File: config.mk
export PLATFORM = sky130hd
export DESIGN_NAME = one_stream_gen
export DESIGN_NICKNAME = d
export VERILOG_FILES = /design/src/rtl/nn_stream_pkg.sv /design/src/rtl/ones_spreader.sv /design/src/rtl/one_stream_gen.sv
export SDC_FILE = /design/constraint.sdc
export NUM_CORES = 1
export LEC_CHECK = 0
export CAP_MARGIN = 30
export CORE_AREA = 2 2 121 123
export CTS_BUF_LIST = sky130_fd_sc_hd__clkbuf_4 sky130_fd_sc_hd__clkbuf_8
export DETAILED_ROUTE_END_ITERATION = 10
export DIE_AREA = 0 0 123 125
export PLACE_DENSITY = 0.52
export SLEW_MARGIN = 20
export SYNTH_ARGS = -nofsm -noshare
export SYNTH_HDL_FRONTEND = slang
export SYNTH_SLANG_ARGS = --single-unit
File: constraint.sdc
create_clock -name clk -period 13.4 [get_ports clk]
set_input_delay 2.01 -clock clk [delete_from_list [all_inputs] [get_ports clk]]
set_output_delay 2.01 -clock clk [all_outputs]
set_load 0.05 [all_outputs]
File: src/rtl/nn_stream_pkg.sv
// rtl/nn_stream_pkg.sv - shared types and constants for the ones-stream generator
package nn_stream_pkg;

  localparam int W_DEFAULT = 11;

  typedef enum logic [1:0] {
    ST_IDLE = 2'd0,
    ST_RUN  = 2'd1,
    ST_DONE = 2'd2
  } state_e;

  localparam logic MODE_THERM  = 1'b0;
  localparam logic MODE_SPREAD = 1'b1;

endpackage

File: src/rtl/ones_spreader.sv
// rtl/ones_spreader.sv - one step of the evenly-spread ones accumulator
module ones_spreader #(
  parameter int W = 11
) (
  input  logic [W:0]   acc_i,
  input  logic [W-1:0] count_i,
  input  logic [W-1:0] len_i,
  output logic         bit_o,
  output logic [W:0]   acc_o
);

  logic [W:0] sum;

  // acc < len and count <= len keep sum below 2*len, so W+1 bits never overflow
  always_comb begin
    sum = acc_i + {1'b0, count_i};
    if (sum >= {1'b0, len_i}) begin
      bit_o = 1'b1;
      acc_o = sum - {1'b0, len_i};
    end else begin
      bit_o = 1'b0;
      acc_o = sum;
    end
  end

endmodule

File: src/rtl/one_stream_gen.sv
// rtl/one_stream_gen.sv - emits a serial stream of len bits holding count ones
module one_stream_gen
  import nn_stream_pkg::*;
#(
  parameter int W = W_DEFAULT
) (
  input  logic         clk,
  input  logic         rst,
  input  logic         start,
  input  logic [W-1:0] count,
  input  logic [W-1:0] len,
  input  logic         mode,
  input  logic         hold,
  output logic         a,
  output logic         ld,
  output logic         busy,
  output logic         done
);

  state_e       state_q, state_d;
  logic [W-1:0] cnt_q, cnt_d;
  logic [W-1:0] len_q, len_d;
  logic         mode_q, mode_d;
  logic [W-1:0] idx_q, idx_d;
  logic [W:0]   acc_q, acc_d;
  logic         a_q, a_d;
  logic         ld_q, ld_d;

  logic         idle;
  logic [W-1:0] sat_count;
  logic [W-1:0] op_cnt, op_len, op_idx;
  logic         op_mode;
  logic [W:0]   op_acc;
  logic         spread_bit, next_bit;
  logic [W:0]   spread_acc;

  // In IDLE the first bit is computed straight from the inputs so ld rises one cycle after start
  always_comb begin
    idle      = (state_q == ST_IDLE);
    sat_count = (count > len) ? len : count;
    op_cnt    = idle ? sat_count : cnt_q;
    op_len    = idle ? len : len_q;
    op_mode   = idle ? mode : mode_q;
    op_acc    = idle ? '0 : acc_q;
    op_idx    = idle ? '0 : idx_q + 1'b1;
    next_bit  = (op_mode == MODE_SPREAD) ? spread_bit : (op_idx < op_cnt);
  end

  ones_spreader #(.W(W)) u_spreader (
    .acc_i   (op_acc),
    .count_i (op_cnt),
    .len_i   (op_len),
    .bit_o   (spread_bit),
    .acc_o   (spread_acc)
  );

  // idx_q is the index of the most recently emitted bit while in RUN
  always_comb begin
    state_d = state_q;
    cnt_d   = cnt_q;
    len_d   = len_q;
    mode_d  = mode_q;
    idx_d   = idx_q;
    acc_d   = acc_q;
    a_d     = 1'b0;
    ld_d    = 1'b0;
    case (state_q)
      ST_IDLE: begin
        if (start) begin
          cnt_d  = sat_count;
          len_d  = len;
          mode_d = mode;
          idx_d  = '0;
          acc_d  = '0;
          if (len == '0) begin
            state_d = ST_DONE;
          end else begin
            state_d = ST_RUN;
            ld_d    = 1'b1;
            a_d     = next_bit;
            acc_d   = spread_acc;
          end
        end
      end
      ST_RUN: begin
        if (idx_q == len_q - 1'b1) begin
          state_d = ST_DONE;
        end else if (!hold) begin
          ld_d  = 1'b1;
          a_d   = next_bit;
          idx_d = idx_q + 1'b1;
          acc_d = spread_acc;
        end
      end
      ST_DONE: state_d = ST_IDLE;
      default: state_d = ST_IDLE;
    endcase
  end

  always_ff @(posedge clk) begin
    if (rst) begin
      state_q <= ST_IDLE;
      cnt_q   <= '0;
      len_q   <= '0;
      mode_q  <= 1'b0;
      idx_q   <= '0;
      acc_q   <= '0;
      a_q     <= 1'b0;
      ld_q    <= 1'b0;
    end else begin
      state_q <= state_d;
      cnt_q   <= cnt_d;
      len_q   <= len_d;
      mode_q  <= mode_d;
      idx_q   <= idx_d;
      acc_q   <= acc_d;
      a_q     <= a_d;
      ld_q    <= ld_d;
    end
  end

  assign a    = a_q;
  assign ld   = ld_q;
  assign busy = (state_q != ST_IDLE);
  assign done = (state_q == ST_DONE);

endmodule

==> key figures, run 1 <==
Power and ir drop
  – Worst vdd ir: 0.00005064 V
  – Internal power contribution: 0.0003568 W
  – Reported leakage power: 2.204 nW
  – Sequential share of power: 0.290
  – Pwr Density: 116.5 nW/µm²
  – Portion of total power attributed to the clock network: 0.157
  – Combinational fraction of design power: 0.553
  – Switching power summed over all nets: around 0.00026 W
  – Switching Fraction: 0.4253

Logic synthesis
  – Post-Synthesis Mean Instance Area: slightly below 8 µm²
  – Cell area after technology mapping: 4832 µm²
  – Dominant register cell in the synthesized netlist: dfxtp_1
  – Post-synth EDFFs: 0
  – Async set or reset register ratio after synthesis: 0
  – Syn nets: between 600 and 700
  – Synth warn: 0
  – Number of instances in the synthesized netlist: 623
  – #FFs+latches synth: 50
  – Sequential cell area fraction in the yosys report: 0.2071
  – Distinct cell type count of the synthesized netlist: 64

Layout
  – Fraction of layout instances using a drive strength above 1: 0.06190
  – Total of fill cells in the finished design: 1477
  – Area added between synthesis and finish: 10.28%
  – Net count, final: 703
  – Commonest cells after routing, fill and taps aside: nor2_1, a21oi_1, dfxtp_1
  – Post-layout instance area: 5329 µm²
  – Combined area of the multi-input logic cells: 3571 µm²
  – Number of cells in the finished layout apart from fillers: about 810
  – Register area: ~1000 µm²
  – Antenna diode count: 0
  – Leading cell type in the layout, fill and taps excluded: nor2_1

Global routing
  – Vias in the first global route: between 4000 and 5000
  – Total grt overflow: 0
  – Antenna violations before repair: 0
  – Pin count of the biggest net entering global routing: around 60
  – All-Layer GR Usage: 0.1819
  – First-pass GRT wire length: 22.12 mm

Detailed routing
  – Pre-Repair DR Iteration Count: 5
  – Vias per cell: 5.565
  – M1 WL: around 6.9 mm
  – Drt initial violations: around 320
  – Routed wire length: between 10 and 15 mm
  – Antenna viol nets, final: 0
  – DR top layer: met4
  – Wire per inst: 16.92 µm
  – DR WL met2: 6.142 mm
  – Post-detailed-route DRC marker count: 0
  – Count of vias placed by the detailed router: about 4500
  – Routed length on met3: 642 µm

Clocking
  – Count of hold buffers inserted by post-cts repair: 0
  – Clk_lat worst skew: between 300 and 400 ps
  – CTS H-Tree Depth: 2
  – Clock tree sinks: 50
  – CTS tree: yes
  – Root buffer cell: clkbuf_8
  – Post-CTS Setup Bufs: 0
  – Post-CTS clock slew at the launch and capture registers of the worst setup and hold paths: around 100 ps
  – TritonCTS Buffers: 5
  – Largest buffer count on any clock path: 2
  – Number of instances resized during post-cts repair: 0

Die
  – Number of I/O pins: 31
  – Row count: 44
  – Initial standard-cell utilization of the core: 0.3402
  – Overall die area: about 15000 µm²
  – Horizontal die dimension: about 120 µm
  – Core Footprint: about 14000 µm²
  – Vertical die dimension: 125 µm

Setup path
  – Slowest CP cell: nor4b_1
  – Worst-path maximum fanout: 13
  – Arr. time, crit path: 8270 ps
  – Logic depth of the worst register-to-register path: 17
  – CP Data Required Time: 13620 ps
  – Ordered cell list for the critical path: clkdlybuf4s50_1 > inv_1 > ha_1 > a21o_1 > a21o_1 > a21oi_1 > nor4b_1 > nor2_2 > mux2i_1 > a21oi_1 > ha_1 > a211oi_1 > o21ai_0 > a31oi_1 > xnor2_1 > ha_1 > a21oi_1 > o21ai_0 > o31ai_1 > o211ai_1 > buf_4 > or2_2 > a32o_1
  – Slack of the worst reg-to-reg path: 8240 ps
  – Worst Setup Start Kind: input port
  – Worst setup EP type: register
  – Critical Path Max Stage Delay: 610 ps
  – WS Path Type: in2reg

Placed design
  – Number of input and output port buffers inserted: 30
  – Post-placement worst setup slack: 5073 ps
  – Last weighted congestion value of the routability-driven placer: 0.8667
  – DPL Wire Length: roughly 11 mm
  – Placed cell area: 5234 µm²
  – Placed instance count: 806

STA
  – Worst hold slack: 462.6 ps
  – Highest clock frequency the design can meet: 124.1 MHz
  – Worst Max-Slew Pin Slew: 815.4 ps
  – Max Slew Vio Count: 0
  – Final Skew: 13.88 ps
  – Period utilisation layout: 0.6014
  – RSZ-0062 raised after global routing: false
  – Number of endpoints with negative hold slack in the final report: 0
  – Minimum clock period after layout: approximately 8100 ps
  – PnR worst setup slack: 5342 ps
  – Setup Viol. Count Final: 0
  – Aggregate negative setup slack: 0 ps
  – Max-slew headroom at the worst pin: 0.4539

Min path
  – Path type of the worst min-delay path: reg2reg
  – Cell depth of the worst min-delay path: 2

Flow run
  – Total of max-cap violations: 0

Status
  – Result of the run: finished, final reports clean
-- critical path, delay by kind of cell --
kind / cells / cell delay [ps]
adders and majority gates: 3 / 1060
and+or+nand+nor: 3 / 1210
buffers and inverters: 3 / 860
muxes: 1 / 310
xor gates and xnor gates: 1 / 150
AOI/OAI and AO/OA: 12 / 2670
-- power by group through the flow --
stage / Clock (W) / Combinational (W) / Sequential [W]
2_1_floorplan: 0 / 0.000260 / 0.000180
6_report: 0.0000973 / 0.000344 / 0.000180
4_1_cts: 0.000101 / 0.000341 / 0.000180
5_1_grt: 0.000105 / 0.000379 / 0.000182
3_3_place_gp: 0 / 0.000334 / 0.000183
3_5_place_dp: 0 / 0.000338 / 0.000183
-- cell type report --
type,count,share of cell area
repair buffers,35,0.06340
flip-flops and latches,50,0.1878
multi-input cells,512,0.6701
well taps,184,0.04320
clock inverters,2,0.002348
clock buffers,6,0.01550
inverters,25,0.01761
-- logic make-up after synthesis --
| family | after synthesis | share of synthesized area |
|---|---|---|
| simple gates | 223 | 0.2411 |
| compound gates | 174 | 0.2380 |
| buf+inv | 61 | 0.05541 |
| flops | 50 | 0.2071 |
| fa+ha+maj | 47 | 0.1248 |
| mux | 37 | 0.07742 |
| xor+xnor | 31 | 0.05619 |
-- sequential cells by signal, summed over array words and instances (netlist names) --
signal,flops
state_q,2
acc_q,12
ld,1
idx_q,11
len_q,11
cnt_q,11
mode_q,1
a,1
-- synthesized netlist by cell type, types with 3 or more instances --
library cell | number | share of area
nor2_1 | 66 | 0.051
a21oi_1 | 52 | 0.054
dfxtp_1 | 50 | 0.21
nand2_1 | 49 | 0.038
ha_1 | 45 | 0.12
mux2i_1 | 34 | 0.070
clkbuf_1 | 27 | 0.021
inv_1 | 24 | 0.019
o21ai_0 | 22 | 0.023
a21o_1 | 20 | 0.031
nor3_1 | 18 | 0.019
xnor2_1 | 18 | 0.033
o211ai_1 | 15 | 0.023
and2_1 | 14 | 0.018
a211oi_1 | 13 | 0.020
xor2_1 | 13 | 0.024
nand4_1 | 11 | 0.014
nor2b_1 | 11 | 0.014
nand3_1 | 10 | 0.010
a31oi_1 | 9 | 0.012
o2bb2ai_1 | 7 | 0.013
or2_2 | 7 | 0.0091
a22oi_1 | 6 | 0.0093
nand2b_1 | 5 | 0.0065
nand3b_1 | 5 | 0.0078
a21boi_0 | 4 | 0.0062
a22o_1 | 4 | 0.0072
and3_1 | 4 | 0.0052
buf_2 | 4 | 0.0041
buf_6 | 4 | 0.0093
o21bai_1 | 4 | 0.0062
mux2_2 | 3 | 0.0070
nor3b_1 | 3 | 0.0047
o21a_1 | 3 | 0.0047
or3_1 | 3 | 0.0039
-- metrics by stage --
stage | util | total power, W
floorplan | - | 0.0004409
global placement | 0.3680 | 0.0005164
detailed placement | 0.3685 | 0.0005214
CTS | 0.3752 | 0.0006213
global route | 0.3752 | 0.0006670
finish | 0.3752 | 0.0006209
-- final timing paths --
kind                      endpoint                    start
max          acc_q[6]$_SDFFE_PP0P_                   len[8]
min            mode_q$_SDFFE_PP0P_      mode_q$_SDFFE_PP0P_
max reg2reg  acc_q[6]$_SDFFE_PP0P_  state_q[1]$_SDFFE_PP0P_
min reg2reg    mode_q$_SDFFE_PP0P_      mode_q$_SDFFE_PP0P_
-- metal layers --
layer,track usage,up-vias
li1,-,2265
met1,0.2588,2168
met2,0.2938,90
met3,0.02509,7
met4,0.03543,0
met5,0,-
Power figures use the tool's default switching activity.
==> run 2, diff against run 1 <==
- clock period: 13.4 -> 7.48 ns (I/O delays scaled with it)
==> run 2 against run 1 <==
  * Design area rose by 1.5%
  * Die area is the same
  * Register-to-register slack lost 6000 ps
  * Core utilization up 0.55 points
  * Flip-flop and latch count did not move
  * Power is 85% higher
  * First-iteration DRC count is 0.63% lower
  * Global-route usage grew 0.74 points
  * Critical path type unchanged
  * Largest cell class unchanged
  * Largest power group unchanged
==> key figures, run 2 (same netlist as run 1, synthesis figures left out) <==
Status
  – Result of the run: finished, final reports clean

STA
  – RSZ-0062 raised after global routing: false
  – Aggregate negative setup slack: 0 ps (unchanged)
  – Minimum clock period after layout: about 7000 ps
  – Final Skew: 14.15 ps (+0.2698 ps)
  – Number of endpoints with negative hold slack in the final report: 0 (unchanged)
  – Setup Viol. Count Final: 0 (unchanged)
  – Highest clock frequency the design can meet: between 100 and 150 MHz
  – Worst Max-Slew Pin Slew: 817.2 ps (+1.749 ps)
  – Period utilisation layout: 0.9404
  – Max-slew headroom at the worst pin: 0.4532 (-0.0006410)
  – Max Slew Vio Count: 0 (unchanged)
  – PnR worst setup slack: 445.7 ps (-4896 ps)

Setup path
  – Slowest CP cell: clkdlybuf4s50_1
  – CP Data Required Time: 7700 ps (-5920 ps)
  – Worst-path maximum fanout: 10 (-3)
  – Ordered cell list for the critical path: clkdlybuf4s50_1 > inv_1 > ha_1 > a21o_1 > a21o_1 > a21oi_1 > nor4b_1 > nor2_2 > mux2i_1 > a21oi_1 > ha_1 > a211oi_1 > o21ai_0 > a31oi_1 > xnor2_1 > ha_1 > a21oi_1 > o21ai_0 > o31ai_1 > o211ai_1 > or2_2 > a32o_1
  – Critical Path Max Stage Delay: 580 ps (-30 ps)
  – Worst Setup Start Kind: input port
  – Arr. time, crit path: 7250 ps (-1020 ps)
  – WS Path Type: in2reg
  – Slack of the worst reg-to-reg path: 2260 ps (-5980 ps)
  – Worst setup EP type: register

Die
  – Row count: 44 (unchanged)
  – Core Footprint: 14200 µm² (unchanged)
  – Number of I/O pins: 31 (unchanged)
  – Initial standard-cell utilization of the core: 0.3402 (unchanged)
  – Horizontal die dimension: 123 µm (unchanged)
  – Vertical die dimension: 125 µm (unchanged)
  – Overall die area: 15380 µm² (unchanged)

Detailed routing
  – Wire per inst: 17.45 µm (+3.1%)
  – Pre-Repair DR Iteration Count: 5 (unchanged)
  – Vias per cell: 5.567 (about the same)
  – Routed wire length: 14.34 mm (+4.1%)
  – Count of vias placed by the detailed router: 4576 (+1.0%)
  – Drt initial violations: 317 (-0.63%)
  – Post-detailed-route DRC marker count: 0 (unchanged)
  – Antenna viol nets, final: 0 (unchanged)

Layout
  – Layout Utilization: 0.3807 (+0.005550)
  – Area added between synthesis and finish: 11.91%
  – Net count, final: 711 (+1.1%)
  – Register area: 1001 µm² (unchanged)
  – Antenna diode count: 0 (unchanged)
  – Commonest cells after routing, fill and taps aside: nor2_1, a21oi_1, dfxtp_1
  – Leading cell type in the layout, fill and taps excluded: nor2_1
  – Largest register FFs: 12 (unchanged)
  – Fraction of layout instances using a drive strength above 1: 0.07367 (+0.01176)
  – Combined area of the multi-input logic cells: 3571 µm² (unchanged)
  – Total of fill cells in the finished design: 1493 (+1.1%)
  – Register with the highest flop count: acc_q
  – Post-layout instance area: 5408 µm² (+1.5%)

Placed design
  – DPL Wire Length: 11.58 mm (+4.4%)
  – Number of input and output port buffers inserted: 30 (unchanged)
  – Post-placement worst setup slack: 243.0 ps (-4830 ps)
  – Placed cell area: 5294 µm² (+1.1%)
  – Last weighted congestion value of the routability-driven placer: 0.8666 (about the same)

Min path
  – Path type of the worst min-delay path: reg2reg

Global routing
  – All-Layer GR Usage: 0.1893 (+0.007361)
  – Most Used Layer, Global Route: met2
  – Met1 routing resource usage after global routing: 0.2746 (+0.01585)
  – Total grt overflow: 0 (unchanged)
  – First-pass GRT wire length: 22.71 mm (+2.7%)
  – Met2 usage in global routing: 0.2876 (-0.006175)
  – Grt met3 use: 0.03239 (+0.007299)
  – Pin count of the biggest net entering global routing: 39 (-34%)
  – Vias in the first global route: 4274 (-0.047%)
  – Antenna violations before repair: 0 (unchanged)

Clocking
  – Post-CTS clock slew at the launch and capture registers of the worst setup and hold paths: 100 ps (about the same)
  – Count of hold buffers inserted by post-cts repair: 0 (unchanged)
  – Number of instances resized during post-cts repair: 0 (unchanged)
  – CTS H-Tree Depth: 2 (unchanged)
  – Largest buffer count on any clock path: 2 (unchanged)
  – Clock tree sinks: 50 (unchanged)
  – Post-CTS Setup Bufs: 0 (unchanged)
  – CTS tree: yes
  – Clk_lat worst skew: 320 ps (about the same)
  – TritonCTS Buffers: 5 (unchanged)
  – Root buffer cell: clkbuf_8

Power and ir drop
  – Reported leakage power: 2.254 nW (+2.3%)
  – Pwr Density: 212.4 nW/µm² (+82%)
  – Worst vdd ir: 0.00008568 V (+69%)

Flow run
  – Total of max-cap violations: 0 (unchanged)
run 2: cell count changes in the layout (fill, tap and decap cells not counted), sizes merged:
| cell | change |
|---|---|
| bufinv | +1 |
| clkbuf | +1 |
| clkinv | -1 |
| buf | +8 |
| clkinvlp | -1 |
run 2: per-layer routing:
| layer | vias to the layer above | share of wire |
|---|---|---|
| li1 | 2288 | - |
| met1 | 2156 | 0.49 |
| met2 | 119 | 0.44 |
| met3 | 13 | 0.057 |
| met4 | 0 | 0.015 |
| met5 | - | 0 |
run 2: where the power goes:
part           internal [W]  switching (W)
Clock              0.000108       0.000101
Sequential         0.000300      0.0000230
Combinational      0.000267       0.000350
Total              0.000675       0.000474
run 2: through the flow:
stage	hold WS, ps	power [W]	instances
after floorplan	424.2	0.0007899	623
after detailed placement	438.4	0.0009376	814
final	462.5	0.001148	822
after global routing	476.0	0.001231	822
after global placement	437.0	0.0009315	813
after CTS	465.5	0.001150	822
run 2: final timing paths:
check	endpoint	cells past startpoint	start
max	acc_q[6]$_SDFFE_PP0P_	22	len[8]
min	mode_q$_SDFFE_PP0P_	2	mode_q$_SDFFE_PP0P_
max reg2reg	acc_q[6]$_SDFFE_PP0P_	16	state_q[1]$_SDFFE_PP0P_
min reg2reg	mode_q$_SDFFE_PP0P_	2	mode_q$_SDFFE_PP0P_
run 2: worst max-delay path, delay by kind of cell:
kind | cells | cell delay [ps]
multiplexers | 1 | 220
AND/OR/NAND/NOR | 3 | 1180
XOR/XNOR | 1 | 210
adder cells (fa/ha/maj) | 3 | 930
AO/OA/AOI/OAI | 12 | 2960
buffers and inverters | 2 | 650
run 2: final cells by class:
class                   instances  share of cell area
clock inverters                 1            0.005553
multi-input cells             512              0.6603
flip-flops and latches         50              0.1851
repair buffers                 43             0.07358
clock buffers                   7             0.01550
inverters                      25             0.01735
well taps                     184             0.04257
